File: src/rtl/seven_seg_scan_pkg.sv
// Shared segment constants for the seven-segment scan driver.
// Segment bits are active-low in {g,f,e,d,c,b,a} order.
// An anode bit of 1 means that digit is off.
package seven_seg_scan_pkg;

  localparam logic [6:0] SEG_0   = 7'h40;
  localparam logic [6:0] SEG_1   = 7'h79;
  localparam logic [6:0] SEG_2   = 7'h24;
  localparam logic [6:0] SEG_3   = 7'h30;
  localparam logic [6:0] SEG_4   = 7'h19;
  localparam logic [6:0] SEG_5   = 7'h12;
  localparam logic [6:0] SEG_6   = 7'h02;
  localparam logic [6:0] SEG_7   = 7'h78;
  localparam logic [6:0] SEG_8   = 7'h00;
  localparam logic [6:0] SEG_9   = 7'h10;
  localparam logic [6:0] SEG_A   = 7'h08;
  localparam logic [6:0] SEG_B   = 7'h03;
  localparam logic [6:0] SEG_C   = 7'h46;
  localparam logic [6:0] SEG_D   = 7'h21;
  localparam logic [6:0] SEG_E   = 7'h06;
  localparam logic [6:0] SEG_F   = 7'h0E;
  localparam logic [6:0] SEG_OFF = 7'h7F;
  localparam logic [6:0] SEG_ALL = 7'h00;

  // Anode value of a digit that is not driven (active-low pins).
  localparam logic AN_OFF = 1'b1;

endpackage

File: src/rtl/seven_seg_scan_dec.sv
// Combinational hex-to-seven-segment decoder with a blank override.
module seven_seg_dec
  import seven_seg_scan_pkg::*;
(
  input  logic [3:0] nib_i,
  input  logic       blank_i,
  output logic [6:0] seg_o
);

  // Blank wins over the nibble value; otherwise standard hex glyphs.
  always_comb begin
    seg_o = SEG_OFF;
    if (!blank_i) begin
      case (nib_i)
        4'h0: seg_o = SEG_0;
        4'h1: seg_o = SEG_1;
        4'h2: seg_o = SEG_2;
        4'h3: seg_o = SEG_3;
        4'h4: seg_o = SEG_4;
        4'h5: seg_o = SEG_5;
        4'h6: seg_o = SEG_6;
        4'h7: seg_o = SEG_7;
        4'h8: seg_o = SEG_8;
        4'h9: seg_o = SEG_9;
        4'hA: seg_o = SEG_A;
        4'hB: seg_o = SEG_B;
        4'hC: seg_o = SEG_C;
        4'hD: seg_o = SEG_D;
        4'hE: seg_o = SEG_E;
        default: seg_o = SEG_F;
      endcase
    end
  end

endmodule

File: src/rtl/seven_seg_scan.sv
// Time-multiplexed N-digit common-anode display driver. Data is held in a
// pending buffer and moved to the displayed (shadow) copy only at frame
// boundaries so a frame never shows a mix of old and new digits.
module seven_seg_scan
  import seven_seg_scan_pkg::*;
#(
  parameter int DIGITS      = 4,
  parameter int REFRESH_DIV = 100000,
  parameter int BLANK_CYC   = 1000
) (
  input  logic                  clk,
  input  logic                  rst_n,
  input  logic                  en,
  input  logic                  load,
  input  logic [4*DIGITS-1:0]   data,
  input  logic [DIGITS-1:0]     dp_in,
  input  logic                  blank_lz,
  input  logic                  lamp_test,
  output logic [6:0]            seg,
  output logic                  dp,
  output logic [DIGITS-1:0]     an,
  output logic                  frame_tick
);

  localparam int CW = (REFRESH_DIV > 1) ? $clog2(REFRESH_DIV) : 1;
  localparam int IW = (DIGITS > 1) ? $clog2(DIGITS) : 1;
  localparam logic [CW-1:0] CNT_MAX = CW'(REFRESH_DIV - 1);
  localparam logic [CW-1:0] BLANK_C = CW'(BLANK_CYC);
  localparam logic [IW-1:0] IDX_MAX = IW'(DIGITS - 1);

  logic [CW-1:0]             cnt_q, cnt_d;
  logic [IW-1:0]             idx_q, idx_d;
  logic [DIGITS-1:0][3:0]    pend_data_q, pend_data_d;
  logic [DIGITS-1:0]         pend_dp_q, pend_dp_d;
  logic                      pend_vld_q, pend_vld_d;
  logic [DIGITS-1:0][3:0]    sh_data_q, sh_data_d;
  logic [DIGITS-1:0]         sh_dp_q, sh_dp_d;
  logic [6:0]                seg_q, seg_d;
  logic                      dp_q, dp_d;
  logic [DIGITS-1:0]         an_q, an_d;
  logic                      ft_q;

  logic                      slot_end;
  logic                      boundary;
  logic [DIGITS-1:0]         lz_blank;
  logic [6:0]                dec_seg;

  assign slot_end = en && (cnt_q == CNT_MAX);
  assign boundary = slot_end && (idx_q == IDX_MAX);

  // Prescaler and digit index; both freeze while scanning is disabled.
  always_comb begin
    cnt_d = cnt_q;
    idx_d = idx_q;
    if (en) begin
      cnt_d = slot_end ? '0 : cnt_q + 1'b1;
      if (slot_end) idx_d = (idx_q == IDX_MAX) ? '0 : idx_q + 1'b1;
    end
  end

  // Double buffer: a load on the boundary cycle skips pending entirely,
  // otherwise it lands in pending and is committed at the next boundary.
  always_comb begin
    pend_data_d = pend_data_q;
    pend_dp_d   = pend_dp_q;
    pend_vld_d  = pend_vld_q;
    sh_data_d   = sh_data_q;
    sh_dp_d     = sh_dp_q;
    if (load) begin
      if (boundary) begin
        sh_data_d  = data;
        sh_dp_d    = dp_in;
        pend_vld_d = 1'b0;
      end else begin
        pend_data_d = data;
        pend_dp_d   = dp_in;
        pend_vld_d  = 1'b1;
      end
    end else if (boundary && pend_vld_q) begin
      sh_data_d  = pend_data_q;
      sh_dp_d    = pend_dp_q;
      pend_vld_d = 1'b0;
    end
  end

  // Leading-zero mask: digit i blanks when it and every digit above are 0.
  always_comb begin
    logic zero_run;
    zero_run = 1'b1;
    lz_blank = '0;
    for (int i = DIGITS - 1; i >= 1; i--) begin
      zero_run    = zero_run && (sh_data_q[i] == 4'h0);
      lz_blank[i] = blank_lz && zero_run;
    end
  end

  seven_seg_dec u_dec (
    .nib_i   (sh_data_q[idx_q]),
    .blank_i (lz_blank[idx_q]),
    .seg_o   (dec_seg)
  );

  // Next output values from the current scan position and shadow data.
  always_comb begin
    an_d  = {DIGITS{AN_OFF}};
    seg_d = SEG_OFF;
    dp_d  = 1'b1;
    if (en) begin
      if (cnt_q >= BLANK_C) an_d[idx_q] = ~AN_OFF;
      if (lamp_test) begin
        seg_d = SEG_ALL;
        dp_d  = 1'b0;
      end else begin
        seg_d = dec_seg;
        dp_d  = ~sh_dp_q[idx_q];
      end
    end
  end

  // State and registered outputs.
  always_ff @(posedge clk or negedge rst_n) begin
    if (!rst_n) begin
      cnt_q       <= '0;
      idx_q       <= '0;
      pend_data_q <= '0;
      pend_dp_q   <= '0;
      pend_vld_q  <= 1'b0;
      sh_data_q   <= '0;
      sh_dp_q     <= '0;
      an_q        <= {DIGITS{AN_OFF}};
      seg_q       <= SEG_OFF;
      dp_q        <= 1'b1;
      ft_q        <= 1'b0;
    end else begin
      cnt_q       <= cnt_d;
      idx_q       <= idx_d;
      pend_data_q <= pend_data_d;
      pend_dp_q   <= pend_dp_d;
      pend_vld_q  <= pend_vld_d;
      sh_data_q   <= sh_data_d;
      sh_dp_q     <= sh_dp_d;
      an_q        <= an_d;
      seg_q       <= seg_d;
      dp_q        <= dp_d;
      ft_q        <= boundary;
    end
  end

  assign seg        = seg_q;
  assign dp         = dp_q;
  assign an         = an_q;
  assign frame_tick = ft_q;

endmodule

File: config.mk
export PLATFORM = sky130hd
export DESIGN_NAME = seven_seg_scan
export DESIGN_NICKNAME = d
export VERILOG_FILES = /design/src/rtl/seven_seg_scan_pkg.sv /design/src/rtl/seven_seg_scan_dec.sv /design/src/rtl/seven_seg_scan.sv
export SDC_FILE = /design/constraint.sdc
export NUM_CORES = 1
export LEC_CHECK = 0
export ABC_CLOCK_PERIOD_IN_PS = 2500
export BUFFER_PORTS_ARGS = -buffer_cell sky130_fd_sc_hd__buf_2
export CORE_ASPECT_RATIO = 1.75
export CORE_MARGIN = 3
export CORE_UTILIZATION = 59
export DETAILED_ROUTE_END_ITERATION = 10
export GPL_TIMING_DRIVEN = 0
export MAX_ROUTING_LAYER = met4
export PLACE_DENSITY = 0.83
export SLEW_MARGIN = 25
export SYNTH_ARGS = -nofsm -noshare
export SYNTH_HDL_FRONTEND = slang
export SYNTH_SLANG_ARGS = --single-unit
File: constraint.sdc
create_clock -name clk -period 2.5 [get_ports clk]
set_input_delay 0.5 -clock clk [delete_from_list [all_inputs] [get_ports clk]]
set_output_delay 0.5 -clock clk [all_outputs]
set_load 0.02 [all_outputs]
Word level (Yosys, flattened, before mapping)
Memories as Yosys holds them, arrays and structs flattened.
Index checks and enable logic that the tools add are counted.
Word-level totals
  logic and storage cells: 71
  ROM bits: 112
  output and inout port bits: 13
  bits in registers: 73
  input bits: 26
  memories: 1
Memories
  (no name shown): depth 16, width 7, read ports 1, clocked after Yosys merged registers in 0, write ports 0, RTL line seven_seg_scan_dec.sv:14  | case (nib_i)
Cells by class
  bitwise operators: 3
  $add $sub $neg: 2
  muxes and demuxes: 26
  reductions and logical operators: 16
  equal/unequal tests: 3
  order comparisons: 3
Operators with widths (count)
  $mux 16: 3
  $mux 4: 6
  $mux 7: 3
  $add 17x1->17 const B: 1
  $eq 17x17->1 const B: 1
  $ge 17x10->1 const B: 1
  $mux 17: 1
  $logic_not 4->1: 3
  $logic_and 1x1->1: 9
  $bmux 4 s2: 1
  $mux 1: 8
  $reduce_and 2->1: 3
  $bmux 1 s2: 2
  $not 4->4: 1
  $lt 2x3->1 const B: 1
  $add 2x1->2 const B: 1
  $demux 1 s2: 1
  $eq 2x2->1 const B: 1
  $ge 2x1->1 const B: 1
  $mux 2: 1
  $ne 2x1->1 const B: 1
  $not 1->1: 2
  $reduce_bool 2->1: 1

Depth between registers and ports, before layout
Gate-level depths: netlist (run 1).
  depth in word-level cells: 9
  mapped depth: 9
  gate-level depth less buffers: 8

Modules after synthesis
From an unflattened synthesis (run 1), not the netlist that was laid out.
Unflattened totals
  cell total of the unflattened synthesis: 353
  area, all modules: 3848.7 um^2
By module, submodules not included
  seven_seg_scan: seq. area each 1841.8 um^2, times used 1, area an instance 3549.7 um^2, cells an instance 318
  seven_seg_dec: seq. area each 0.0 um^2, times used 1, area an instance 299.0 um^2, cells an instance 35

Least setup slack after synthesis (run 1)
No wires, ideal clock.
  path type: register to register
  start: register idx_q[0]
  end: register seg_q[3], in the netlist seg[3]
  buffers on the path: 1
  path slack: 493 ps
  period minus slack after synthesis: 2007 ps
  cell stages (with the launch flop): 8
  required time: 2410 ps
  setup time: 90 ps
  arrival: 1917 ps
  cells stage by stage: dfrtp_1 buf_6 mux4_2 ha_1 and2b_1 a211o_1 a21oi_1 o21ai_1
On the way
  cells in the longest elaborated chain, start to end: 6
  elaborated cells on any way between the ends: 8
  classes of those cells: 7 x mux; 1 x memory
RTL lines
  start, declared: RTL line seven_seg_scan.sv:32  | logic [IW-1:0] idx_q, idx_d;
  start signal, assigned: RTL line seven_seg_scan.sv:136  | idx_q <= idx_d;
  $bmux 4 s2: RTL line seven_seg_scan.sv:98  | .nib_i (sh_data_q[idx_q]),
  $mux 4 (not written as such): RTL line seven_seg_scan.sv:98
  $mem_v2 16x7
  $mux 7 (*): RTL line seven_seg_scan_dec.sv:13  | if (!blank_i) begin
  $mux 7 (*): RTL line seven_seg_scan.sv:110  | if (lamp_test) begin
  $mux 7 (*): RTL line seven_seg_scan.sv:108  | if (en) begin
  via seg_d[3]: RTL line seven_seg_scan.sv:38  | logic [6:0] seg_q, seg_d;
  end signal, assigned: RTL line seven_seg_scan.sv:143  | seg_q <= seg_d;
  end, declared: RTL line seven_seg_scan.sv:38
Mark *: on every way through the listed nets, which the timed path passes. The rest lies on a longest branch. The select of a mux whose other input is x is not followed.
A chain may end at the register's enable or synchronous reset.

Final worst setup path (run 1)
  start: register cnt_q[11]
  end: register sh_data_q[4] (netlist bit)
On the way
  cells in the longest elaborated chain, start to end: 6
  elaborated cells on any way between the ends: 7
  classes of those cells: 2 x eq/ne; 5 x reduce/logical
RTL lines
  start, declared: RTL line seven_seg_scan.sv:31  | logic [CW-1:0] cnt_q, cnt_d;
  start signal, assigned: RTL line seven_seg_scan.sv:135  | cnt_q <= cnt_d;
  $eq 17x17->1 (*): RTL line seven_seg_scan.sv:48  | assign slot_end = en && (cnt_q == CNT_MAX);
  $logic_and 1x1->1 (*): RTL line seven_seg_scan.sv:48
  $logic_and 1x1->1 (*): RTL line seven_seg_scan.sv:49  | assign boundary = slot_end && (idx_q == IDX_MAX);
  $logic_and 1x1->1: RTL line seven_seg_scan.sv:79  | end else if (boundary && pend_vld_q) begin
  $reduce_bool 2->1 (no source line)
  $reduce_and 2->1 (no source line) (*)
  end signal, assigned: RTL line seven_seg_scan.sv:140  | sh_data_q <= sh_data_d;
  end, declared: RTL line seven_seg_scan.sv:36  | logic [DIGITS-1:0][3:0] sh_data_q, sh_data_d;
Mark *: on every way between the ends. The rest lies on a longest branch, timed or not.

==> results of run 1 <==
-- kinds of logic (layout without fill, tap and decap cells) --
group / Yosys count / count (layout) / share of synthesized area, %
fa+ha+maj: 12 / 12 / 4.07
simple gates: 78 / 78 / 11.7
buf+inv: 33 / 87 / 4.54
compound gates: 87 / 87 / 14.0
mux: 30 / 30 / 12.7
flops: 73 / 73 / 49.9
xor+xnor: 13 / 13 / 3.09
-- state kept, by name, indices dropped and copies added (netlist names), 2 cells and up --
signal / count
sh_dp_q: 4
sh_data_q: 16
cnt_q: 17
idx_q: 2
seg: 7
pend_data_q: 16
pend_dp_q: 4
an: 4
-- cell type report --
type | count | share of cell area [%]
sequential | 73 | 43.6
multi-input combinational | 220 | 39.8
timing repair buffer | 38 | 4.92
clock buffer | 11 | 3.59
buffer | 18 | 2.64
tap | 78 | 2.31
clock inverter | 5 | 1.84
inverter | 15 | 1.33
-- critical path, delay by kind of cell, from the launching register on --
family	cells	cell delay [ns]
compound gates	2	0.28
buf+inv	1	0.32
flops	1	0.43
simple gates	3	1.05
-- worst max path at each step --
| stage | startpoint | slack [ns] | to |
|---|---|---|---|
| after detailed placement | en | 0.29 | sh_data_q[6] |
| after global placement | en | 0.34 | sh_data_q[10] |
| after floorplan | idx_q[0] | 0.49 | seg[3] |
| after CTS | cnt_q[11] | 0.28 | sh_data_q[4] |
| after global routing | cnt_q[11] | 0.10 | sh_data_q[4] |
| final | cnt_q[11] | 0.27 | sh_data_q[4] |
-- power breakdown --
group / internal (mW) / switching, mW / total, mW
clock: 0.612 / 0.436 / 1.05
sequential: 1.27 / 0.0739 / 1.34
combinational: 0.124 / 0.121 / 0.245
-- synth_stat cells (2+ instances only) --
cell type | number | area [sq um]
sky130_fd_sc_hd__nor2_1 | 15 | 56.3
sky130_fd_sc_hd__o22ai_1 | 34 | 213
sky130_fd_sc_hd__nand2_1 | 19 | 71.3
sky130_fd_sc_hd__a31oi_1 | 6 | 37.5
sky130_fd_sc_hd__xnor2_1 | 11 | 96.3
sky130_fd_sc_hd__buf_4 | 2 | 15.0
sky130_fd_sc_hd__o21ai_0 | 13 | 65.1
sky130_fd_sc_hd__xor2_1 | 2 | 17.5
sky130_fd_sc_hd__mux2_4 | 20 | 300
sky130_fd_sc_hd__a22oi_1 | 5 | 37.5
sky130_fd_sc_hd__nor3b_1 | 5 | 37.5
sky130_fd_sc_hd__nor4_1 | 4 | 25.0
sky130_fd_sc_hd__nand3_1 | 8 | 40.0
sky130_fd_sc_hd__nand4_1 | 8 | 50.1
sky130_fd_sc_hd__mux2i_1 | 4 | 40.0
sky130_fd_sc_hd__a211oi_1 | 2 | 15.0
sky130_fd_sc_hd__clkbuf_1 | 6 | 22.5
sky130_fd_sc_hd__ha_1 | 12 | 150
sky130_fd_sc_hd__buf_6 | 4 | 45.0
sky130_fd_sc_hd__dfrtp_1 | 61 | 1530
sky130_fd_sc_hd__nor2b_1 | 2 | 12.5
sky130_fd_sc_hd__nor3_1 | 2 | 10.0
sky130_fd_sc_hd__a21oi_1 | 22 | 110
sky130_fd_sc_hd__buf_2 | 5 | 25.0
sky130_fd_sc_hd__mux4_2 | 4 | 90.1
sky130_fd_sc_hd__inv_1 | 13 | 48.8
sky130_fd_sc_hd__and3_1 | 3 | 18.8
sky130_fd_sc_hd__dfstp_2 | 12 | 315
-- metrics by stage --
step / hold WS (ns) / util, % / worst slack (ns)
2_1_floorplan: 0.204 / - / 0.493
3_3_place_gp: 0.481 / 66.5 / 0.343
3_5_place_dp: 0.451 / 66.9 / 0.290
4_1_cts: 0.0593 / 70.7 / 0.275
5_1_grt: 0.0688 / 70.7 / 0.101
6_report: 0.0584 / 70.7 / 0.274
-- routing by layer --
metal	vias to the layer above	part of all wire, %	global-route usage (%)
met5	-	0	-
met4	0	3.6	15.4
met3	29	4.4	6.00
met2	98	54	40.0
met1	1330	38	28.0
li1	1295	-	-
==> parameters.txt, run 1 <==
Parameter                              Value

Critical path
  Crit-path cells ... nor4_2, and3_2, nand4_1, buf_2, o22ai_1, a21oi_1
  Worst setup slack for register-to-register paths ... 0.27 ns
  Crit end category ... register
  Critical path start-end classification ... reg -> reg
  Reg2Reg Depth ... 6
  CP Launch Type ... register
  Worst flop-to-flop path endpoint ... sh_data_q[4]
  Endpoint required time on the critical path ... 2.72 ns
  Slowest stage delay, CP ... 0.43 ns
  Worst flop-to-flop path startpoint ... cnt_q[11]
  Highest-delay cell along the critical path ... sky130_fd_sc_hd__dfrtp_1
  CP max FO ... 10
  Arr. time, crit path ... 2.44 ns

Global routing
  Via count of the first global-routing pass ... 2996
  Largest net degree at the start of global routing ... 45
  Total global-route track usage ... 25.3%
  Wire length of the first global-routing pass ... 13800 um
  Initial antenna violation count ... 0
  Congestion Overflow GR ... 0

Clocking
  Setup Fix Bufs, Post-CTS ... 0
  Clock latency at the later pin of the worst-skew pair ... 0.36 ns
  CTS clk-pin slew, worst paths ... 0.08 ns
  Maximum number of buffers from clock root to sink ... 2
  CTS sink count ... 73
  CTS hold repair buffers ... 0
  Max H-tree Level ... 3
  TritonCTS clock tree ... built
  Post_cts resized ... 0
  Clock buffers created by TritonCTS ... 9
  CTS root buffer ... sky130_fd_sc_hd__clkbuf_8

Synthesis
  Part of the Yosys area used for sequential elements ... 49.9%
  Synthesized instance count ... 326
  Synthesized net count ... 364
  Per-instance average area after synthesis ... 11.3 sq um
  Count of cell types in the netlist ... 50
  Post-synthesis instance area ... 0.00369 sq mm
  Number of flops mapped to enable cells by yosys ... 0
  Post-synthesis async set-or-reset flop share ... 100%
  Yosys warning total ... 0
  Yosys reg bits ... 73
  Most frequently used flop master after synthesis ... sky130_fd_sc_hd__dfrtp_1

Power
  Standby leakage power ... 1.94 nW
  Power, Total ... 2.64 mW
  IR drop worst, VDD ... 0.000493 V
  PwrDens ... 624 mW/mm^2

Floorplanning
  Core outline area ... 0.00597 sq mm
  Die area ... 0.00727 sq mm
  Total number of placement rows ... 37
  Die outline width ... 65.8 um
  Die Y-Extent ... 111 um
  Initial Util ... 61.8%
  Number of ports placed on the die boundary ... 39

Cells and area
  Synth-to-Final Area Change ... 14.5%
  Register Area ... 0.00184 sq mm
  Layout cell share with drive strength beyond 1 ... 28.4%
  Top library cells by usage in the layout, fill and taps aside ... sky130_fd_sc_hd__dfrtp_1, sky130_fd_sc_hd__buf_2, sky130_fd_sc_hd__o22ai_1, sky130_fd_sc_hd__a21oi_1, sky130_fd_sc_hd__mux2_4
  Cell area after layout ... 0.00422 sq mm
  Nets@finish ... 413
  Cell Count, Final, Fillers Out ... 458
  Multi-input gate area ... 0.00168 sq mm
  Number of inserted diodes ... 0
  Leading cell type in the layout, fill and taps excluded ... sky130_fd_sc_hd__dfrtp_1
  # fillers ... 448

Route
  Antenna violation net count after detailed routing ... 0
  Via density ... 6.01
  Pre-Repair DR Iteration Count ... 7
  Vias post-DR ... 2752
  Total Routed Length ... 8170 um
  Routed wire per std cell ... 17.8 um
  DR iter-0 viols ... 170
  DRC violations left ... 0

Run status
  Run status ... complete, no violations

Timing
  Final Critical Period ... 2.23 ns
  Transition time at the pin with the least slew margin ... 0.731 ns
  Tightest slew margin relative to the limit ... 50.8%
  Setup repair after global routing missed its margin ... no
  Worst-case clock skew ... 0.0115 ns
  Final hold vios ... 0
  Fin. max-slew vios ... 0
  Finish-stage setup viols ... 0
  Sum of negative setup slack ... 0 ns
  Fmax achieved ... 449 MHz
  Final Cycle Share ... 89.0%

Run
  Reported max-cap violation count ... 0

Min path
  Worst Hold Class ... in -> async

Place
  Final estimated routing congestion in global placement ... 0.823
  Hpwl dp ... 5940 um
  Buffers on Ports ... 37
  Post-detailed-placement cell area ... 0.00399 sq mm
  Instance count after placement with tap cells included ... 442
Note: power is estimated with default switching activity, not from simulation.
==> run 2, diff against run 1 <==
CTS_BUF_LIST = sky130_fd_sc_hd__clkbuf_16   (was unset)
==> run 2 against run 1 <==
  * Clock skew down 0.0070 ns
  * Clock power up 29%
  * Wire length up 2.1%
  * Sequential share of layout area down 0.82 points
  * Critical path depth unchanged
  * Register-to-register slack about the same
  * Core utilization up 1.4 points
  * Sequential cell count unchanged
  * Combinational power about the same
  * Die area unchanged
  * Count of clock-buffer cells in the layout down 2
  * Critical path type unchanged
  * Largest power group is now clock
==> parameters.txt, run 2 (synthesized netlist as in run 1, its figures left out) <==
Parameter                              Value

Route
  Total Routed Length ... 8340 um (+2.1%)
  Vias post-DR ... 2819 (+2.4%)
  Pre-Repair DR Iteration Count ... 5 (-2)
  Antenna violation net count after detailed routing ... 0 (unchanged)
  DR iter-0 viols ... 149 (-12%)
  Via density ... 6.16 (+2.4%)
  Routed wire per std cell ... 18.2 um (+2.1%)
  DRC violations left ... 0 (unchanged)

Cells and area
  Leading cell type in the layout, fill and taps excluded ... sky130_fd_sc_hd__dfrtp_1
  Top Registers ... cnt_q: 17 flops, pend_data_q: 16 flops, sh_data_q: 16 flops
  Cell Count, Final, Fillers Out ... 458 (unchanged)
  Layout cell share with drive strength beyond 1 ... 27.9% (-0.53 points)
  Flip-flop count of the largest register, all copies and words added ... 17 (unchanged)
  Synth-to-Final Area Change ... 16.7%
  Cell area after layout ... 0.00430 sq mm (+1.9%)
  Fraction of the core area covered by cells at the end of the flow ... 72.1% (+1.4 points)
  Number of inserted diodes ... 0 (unchanged)
  Register containing the most flip-flops in the final layout ... cnt_q
  Nets@finish ... 413 (unchanged)
  Top library cells by usage in the layout, fill and taps aside ... sky130_fd_sc_hd__dfrtp_1, sky130_fd_sc_hd__buf_2, sky130_fd_sc_hd__o22ai_1, sky130_fd_sc_hd__a21oi_1, sky130_fd_sc_hd__mux2_4

Timing
  Final Critical Period ... 2.23 ns (+0.00212 ns)
  Tightest slew margin relative to the limit ... 52.2% (+1.3 points)
  Worst-case clock skew ... 0.00448 ns (-0.00702 ns)
  Final critical-path setup slack ... 0.272 ns (-0.00212 ns)
  Setup repair after global routing missed its margin ... no
  Sum of negative setup slack ... 0 ns (unchanged)
  Tightest hold margin ... 0.0819 ns (+0.0235 ns)
  Final Cycle Share ... 89.1% (about the same)
  Fin. max-slew vios ... 0 (unchanged)
  Fmax achieved ... 449 MHz (about the same)
  Transition time at the pin with the least slew margin ... 0.711 ns (-0.0199 ns)
  Finish-stage setup viols ... 0 (unchanged)
  Final hold vios ... 0 (unchanged)

Critical path
  Worst setup slack for register-to-register paths ... 0.27 ns (about the same)
  Critical path start-end classification ... reg -> reg
  CP Launch Type ... register
  Worst flop-to-flop path endpoint ... sh_data_q[6]
  Endpoint required time on the critical path ... 2.70 ns (-0.02 ns)
  Worst flop-to-flop path startpoint ... cnt_q[11]
  Arr. time, crit path ... 2.43 ns (about the same)
  CP max FO ... 10 (unchanged)
  Reg2Reg Depth ... 6 (unchanged)
  Crit end category ... register

Clocking
  TritonCTS clock tree ... built
  Max H-tree Level ... 3 (unchanged)
  Clock buffers created by TritonCTS ... 9 (unchanged)
  CTS root buffer ... sky130_fd_sc_hd__clkbuf_16
  CTS clk-pin slew, worst paths ... 0.06 ns (-0.02 ns)
  Maximum number of buffers from clock root to sink ... 2 (unchanged)
  Setup Fix Bufs, Post-CTS ... 0 (unchanged)
  CTS sink count ... 73 (unchanged)
  Post_cts resized ... 0 (unchanged)
  CTS hold repair buffers ... 0 (unchanged)
  Clock latency at the later pin of the worst-skew pair ... 0.34 ns (-0.02 ns)

Power
  Portion of total power attributed to combinational logic ... 8.3% (-1.0 points)
  Power share of the clock group ... 46.0% (+6.2 points)
  PwrDens ... 683 mW/mm^2 (+9.4%)
  Power, Total ... 2.94 mW (+12%)
  Standby leakage power ... 1.97 nW (+1.8%)
  IR drop worst, VDD ... 0.000515 V (+4.4%)
  Internal power consumption ... 2.26 mW (+13%)
  Share of total power in sequential cells ... 45.7% (-5.2 points)
  Net switching power ... 0.684 mW (+8.3%)
  Switching power share of the total ... 23.2% (-0.69 points)

Run status
  Run status ... complete, no violations

Min path
  Worst Hold Class ... in -> async

Place
  Final estimated routing congestion in global placement ... 0.823 (unchanged)
  Buffers on Ports ... 37 (unchanged)
  Instance count after placement with tap cells included ... 442 (unchanged)
  Worst setup timing slack at the placement stage ... 0.290 ns (unchanged)
  Post-detailed-placement cell area ... 0.00399 sq mm (unchanged)
  Hpwl dp ... 5940 um (unchanged)

Global routing
  Initial antenna violation count ... 0 (unchanged)
  Congestion Overflow GR ... 0 (unchanged)
  Total global-route track usage ... 26.0% (+0.79 points)
  Wire length of the first global-routing pass ... 14100 um (+2.4%)
  Largest net degree at the start of global routing ... 45 (unchanged)
  Via count of the first global-routing pass ... 3026 (+1.0%)

Floorplanning
  Total number of placement rows ... 37 (unchanged)
  Die Y-Extent ... 111 um (unchanged)
  Number of ports placed on the die boundary ... 39 (unchanged)
  Initial Util ... 61.8% (unchanged)
  Die area ... 0.00727 sq mm (unchanged)
  Die outline width ... 65.8 um (unchanged)
  Core outline area ... 0.00597 sq mm (unchanged)

Run
  Reported max-cap violation count ... 0 (unchanged)
-- run 2: cell count changes in the layout (fill, tap and decap cells not counted), sizes merged --
cell | before | now
clkbuf | 17 | 15
clkinv | 3 | 5
-- run 2: critical path: stages (launching register included) --
cell and delay [ns]:
sky130_fd_sc_hd__dfrtp_1 0.42, sky130_fd_sc_hd__nor4_2 0.43, sky130_fd_sc_hd__and3_2 0.31, sky130_fd_sc_hd__nand4_1 0.33, sky130_fd_sc_hd__buf_2 0.32, sky130_fd_sc_hd__o22ai_1 0.18
sky130_fd_sc_hd__a21oi_1 0.09
-- run 2: area by class of cell --
cell class | count | area (sq um)
plain buffers | 18 | 111
clock buffers | 9 | 225
clock inverters | 7 | 85.1
fillers | 427 | 1670
inverters | 15 | 56.3
multi-input cells | 220 | 1680
flip-flops and latches | 73 | 1840
well taps | 78 | 97.6
repair buffers | 38 | 208
-- run 2: worst max path at each step --
stage          depth (start not counted)       endpoint      start
6_report                               6   sh_data_q[6]  cnt_q[11]
5_1_grt                                6   sh_data_q[6]  cnt_q[11]
4_1_cts                                6   sh_data_q[6]  cnt_q[11]
3_5_place_dp                           8   sh_data_q[6]         en
3_3_place_gp                           8  sh_data_q[10]         en
2_1_floorplan                          7         seg[3]   idx_q[0]
-- run 2: routing by layer --
layer / part of all wire [%] / wire, um / up-vias / GRT usage [%]
met4: 4.1 / 343 / 0 / 16.2
met1: 37 / 3120 / 1368 / 28.6
met5: 0 / 0 / - / -
met2: 53 / 4450 / 123 / 41.3
li1: - / - / 1301 / -
met3: 5.1 / 423 / 27 / 6.31
-- run 2: power groups by stage --
stage | sequential, mW | clock (mW) | combinational (mW)
2_1_floorplan | 1.35 | 0 | 0.149
3_3_place_gp | 1.36 | 0 | 0.230
3_5_place_dp | 1.36 | 0 | 0.244
4_1_cts | 1.34 | 1.37 | 0.246
5_1_grt | 1.36 | 1.43 | 0.271
6_report | 1.34 | 1.35 | 0.244
==> run 3, diff against run 2 <==
ABC_AREA = 1   (was unset)
CTS_BUF_LIST = unset   (was sky130_fd_sc_hd__clkbuf_16)
==> run 3 against run 2 <==
  * Count of clock-buffer cells in the layout increased by 2
  * Maximum frequency increased by 14%
  * First-iteration DRC count increased by 37%
  * Critical path depth rose by 6
  * Wire length grew 4.9%
  * Sequential power barely moved
  * Register-to-register slack improved by 0.27 ns
  * Via count rose by 24%
  * Non-clock buffer count is 4 higher
  * Critical endpoint is now seg[5]
  * Largest cell class is now multi-input gates
  * Highest routed layer unchanged
==> parameters.txt, run 3 <==
Parameter                              Value

Place
  Buffers on Ports ... 37 (unchanged)
  Worst setup timing slack at the placement stage ... 0.583 ns (+0.293 ns)
  Final estimated routing congestion in global placement ... 0.952 (+16%)
  Hpwl dp ... 6490 um (+9.3%)

Route
  Vias post-DR ... 3495 (+24%)
  Via density ... 5.44 (-12%)
  DRC violations left ... 0 (unchanged)
  Total Routed Length ... 8750 um (+4.9%)
  Antenna violation net count after detailed routing ... 0 (unchanged)
  Pre-Repair DR Iteration Count ... 7 (+2)
  DR iter-0 viols ... 204 (+37%)
  Routed wire per std cell ... 13.6 um (-25%)

Critical path
  CP Launch Type ... register
  Endpoint required time on the critical path ... 2.77 ns (+0.07 ns)
  Crit-path cells ... buf_2, nand2_1, nand3_1, nand2_1, inv_1, ha_1, nand3_1, nand2_1, nand2_1, nand3_1, nand2_1, nand2_1
  Crit end category ... register
  Worst path most repeated cell ... sky130_fd_sc_hd__nand2_1
  Slowest stage delay, CP ... 0.49 ns (+0.06 ns)
  Arr. time, crit path ... 2.22 ns (-0.21 ns)
  CP max FO ... 10 (unchanged)
  Critical path start-end classification ... reg -> reg
  Highest-delay cell along the critical path ... sky130_fd_sc_hd__dfrtp_1

Synthesis
  Post-synthesis async set-or-reset flop share ... 100% (unchanged)
  Most numerous cell in the Yosys netlist ... sky130_fd_sc_hd__nand2_1
  Yosys reg bits ... 73 (unchanged)
  Cell taking the most area after synthesis ... sky130_fd_sc_hd__dfrtp_1
  Count of cell types in the netlist ... 30 (-40%)
  Most frequently used flop master after synthesis ... sky130_fd_sc_hd__dfrtp_1
  Number of flops mapped to enable cells by yosys ... 0 (unchanged)
  Synthesized net count ... 545 (+50%)
  Per-instance average area after synthesis ... 7.90 sq um (-30%)
  Yosys warning total ... 0 (unchanged)
  Synth top area cells ... sky130_fd_sc_hd__dfrtp_1, sky130_fd_sc_hd__nand2_1, sky130_fd_sc_hd__dfstp_2
  Synthesized instance count ... 507 (+56%)
  Area share of the largest cell type after synthesis ... 38.1% (-3.3 points)
  Post-synthesis instance area ... 0.00400 sq mm (+8.5%)
  Post-synth top cells ... sky130_fd_sc_hd__nand2_1, sky130_fd_sc_hd__dfrtp_1, sky130_fd_sc_hd__nand3_1, sky130_fd_sc_hd__nor2_1, sky130_fd_sc_hd__inv_1
  Part of the Yosys area used for sequential elements ... 46.0% (-3.9 points)

Floorplanning
  Die Y-Extent ... 115 um (+4.0%)
  Core outline area ... 0.00654 sq mm (+9.5%)
  Initial Util ... 61.2% (-0.53 points)
  Number of ports placed on the die boundary ... 39 (unchanged)
  Die area ... 0.00785 sq mm (+7.9%)
  Total number of placement rows ... 39 (+5.4%)
  Die outline width ... 68.3 um (+3.8%)

Timing
  Fmax achieved ... 511 MHz (+14%)
  Finish-stage setup viols ... 0 (unchanged)
  Worst-case clock skew ... 0.00586 ns (+0.00138 ns)
  Setup repair after global routing missed its margin ... no
  Transition time at the pin with the least slew margin ... 0.542 ns (-0.169 ns)
  Tightest hold margin ... 0.0497 ns (-0.0322 ns)
  Tightest slew margin relative to the limit ... 63.9% (+12 points)
  Fin. max-slew vios ... 0 (unchanged)
  Final Cycle Share ... 78.2% (-11 points)
  Final hold vios ... 0 (unchanged)
  Final Critical Period ... 1.96 ns (-0.273 ns)
  Sum of negative setup slack ... 0 ns (unchanged)
  Final critical-path setup slack ... 0.544 ns (+0.273 ns)

Global routing
  Congestion Overflow GR ... 0 (unchanged)
  Wire length of the first global-routing pass ... 15300 um (+8.4%)
  Initial antenna violation count ... 0 (unchanged)
  Largest net degree at the start of global routing ... 52 (+16%)
  Total global-route track usage ... 26.4% (+0.40 points)
  Via count of the first global-routing pass ... 3470 (+15%)

Power
  Power, Total ... 2.94 mW (about the same)
  Internal power consumption ... 2.22 mW (-1.7%)
  IR drop worst, VDD ... 0.000511 V (-0.80%)
  Standby leakage power ... 2.43 nW (+23%)
  Power share of the clock group ... 43.8% (-2.2 points)
  Portion of total power attributed to combinational logic ... 10.8% (+2.5 points)
  Switching power share of the total ... 24.6% (+1.3 points)
  Share of total power in sequential cells ... 45.4% (-0.3 points)
  Net switching power ... 0.722 mW (+5.7%)
  PwrDens ... 635 mW/mm^2 (-7.0%)

Run status
  Run status ... complete, no violations

Clocking
  Maximum number of buffers from clock root to sink ... 2 (unchanged)
  Post_cts resized ... 0 (unchanged)
  Max H-tree Level ... 3 (unchanged)
  TritonCTS clock tree ... built
  Setup Fix Bufs, Post-CTS ... 0 (unchanged)
  CTS sink count ... 73 (unchanged)
  CTS root buffer ... sky130_fd_sc_hd__clkbuf_16
  Clock latency at the later pin of the worst-skew pair ... 0.33 ns (about the same)
  CTS hold repair buffers ... 0 (unchanged)
  CTS clk-pin slew, worst paths ... 0.06 ns (about the same)
  Clock buffers created by TritonCTS ... 9 (unchanged)

Min path
  Worst Hold Class ... in -> async

Cells and area
  Number of inserted diodes ... 0 (unchanged)
  Register Area ... 0.00184 sq mm (unchanged)
  Nets@finish ... 594 (+44%)
  Register containing the most flip-flops in the final layout ... cnt_q
  # fillers ... 516 (+21%)
  Top library cells by usage in the layout, fill and taps aside ... sky130_fd_sc_hd__nand2_1, sky130_fd_sc_hd__dfrtp_1, sky130_fd_sc_hd__nand3_1, sky130_fd_sc_hd__buf_2, sky130_fd_sc_hd__nor2_1
  Synth-to-Final Area Change ... 15.6%
  Top Registers ... cnt_q: 17 flops, pend_data_q: 16 flops, sh_data_q: 16 flops
  Leading cell type in the layout, fill and taps excluded ... sky130_fd_sc_hd__nand2_1
  Flip-flop count of the largest register, all copies and words added ... 17 (unchanged)
  Layout cell share with drive strength beyond 1 ... 21.0% (-6.9 points)
  Multi-input gate area ... 0.00190 sq mm (+13%)

Run
  Reported max-cap violation count ... 0 (unchanged)
==> run 3: changes by cell type in the layout (fill, tap and decap cells not counted), moves of 6 or more <==
cell	previous run	this run
sky130_fd_sc_hd__inv_2	1	9
sky130_fd_sc_hd__mux2_2	1	20
sky130_fd_sc_hd__xnor2_1	11	0
sky130_fd_sc_hd__inv_1	13	30
sky130_fd_sc_hd__nand2_1	19	180
sky130_fd_sc_hd__nor2_1	15	35
sky130_fd_sc_hd__a21oi_1	22	2
sky130_fd_sc_hd__buf_2	41	47
sky130_fd_sc_hd__o22ai_1	34	0
sky130_fd_sc_hd__nand3_1	8	60
sky130_fd_sc_hd__mux2_4	20	0
sky130_fd_sc_hd__nand4_1	8	25
==> run 3: stage by stage <==
stage	instances	util, %	area (sq um)
2_1_floorplan	507	-	4000
3_3_place_gp	626	65.6	4290
3_5_place_dp	627	66.1	4320
4_1_cts	643	70.8	4630
5_1_grt	643	70.8	4630
6_report	643	70.8	4630
==> run 3: cell families (layout without fill, tap and decap cells) <==
kind of cell,Yosys count,count (layout),share of synthesized area [%]
adder cells (fa/ha/maj),12,12,3.75
AND/OR/NAND/NOR,317,317,34.3
buffers and inverters,62,116,6.62
AO/OA/AOI/OAI,18,18,2.56
multiplexers,20,20,5.63
flip-flops,73,73,46.0
XOR/XNOR,5,5,1.09
==> run 3: worst paths after layout <==
kind                                      from             end  slack (ns)  depth (start not counted)
max in group asynchronous                rst_n    sh_data_q[8]        1.92                          2
min in group clk                       data[4]  pend_data_q[4]        0.41                          3
worst min register to register  pend_data_q[1]  pend_data_q[1]        0.47                          2
worst max-delay path                  idx_q[0]          seg[5]        0.54                         12
worst min-delay path                     rst_n       cnt_q[12]        0.05                          1
worst max register to register        idx_q[0]          seg[5]        0.54                         12
==> run 3: worst max-delay path: cells and delay by family, from the launching register on <==
family | cells | cell delay [ns]
flops | 1 | 0.49
simple gates | 9 | 0.79
buf+inv | 2 | 0.41
fa+ha+maj | 1 | 0.19
==> run 3: cell type report <==
class / count / share of cell area (%)
Buffer: 22 / 2.49
Clock inverter: 5 / 1.16
Tap cell: 82 / 2.22
Multi-Input combinational cell: 372 / 41.0
Timing Repair Buffer: 38 / 4.65
Sequential cell: 73 / 39.8
Inverter: 40 / 3.24
Clock buffer: 11 / 5.46
==> run 3: power by group through the flow <==
stage          registers [mW]  clock network [mW]  logic (mW)
2_1_floorplan            1.35                   0       0.201
3_3_place_gp             1.35                   0       0.298
3_5_place_dp             1.35                   0       0.314
4_1_cts                  1.33                1.30       0.319
5_1_grt                  1.35                1.36       0.365
6_report                 1.34                1.29       0.318
==> run 3: routing by layer <==
metal | global-route usage (%) | wire length, um
met5 | - | 0
met4 | 12.4 | 223
met3 | 5.08 | 296
met2 | 46.0 | 4930
met1 | 27.8 | 3300
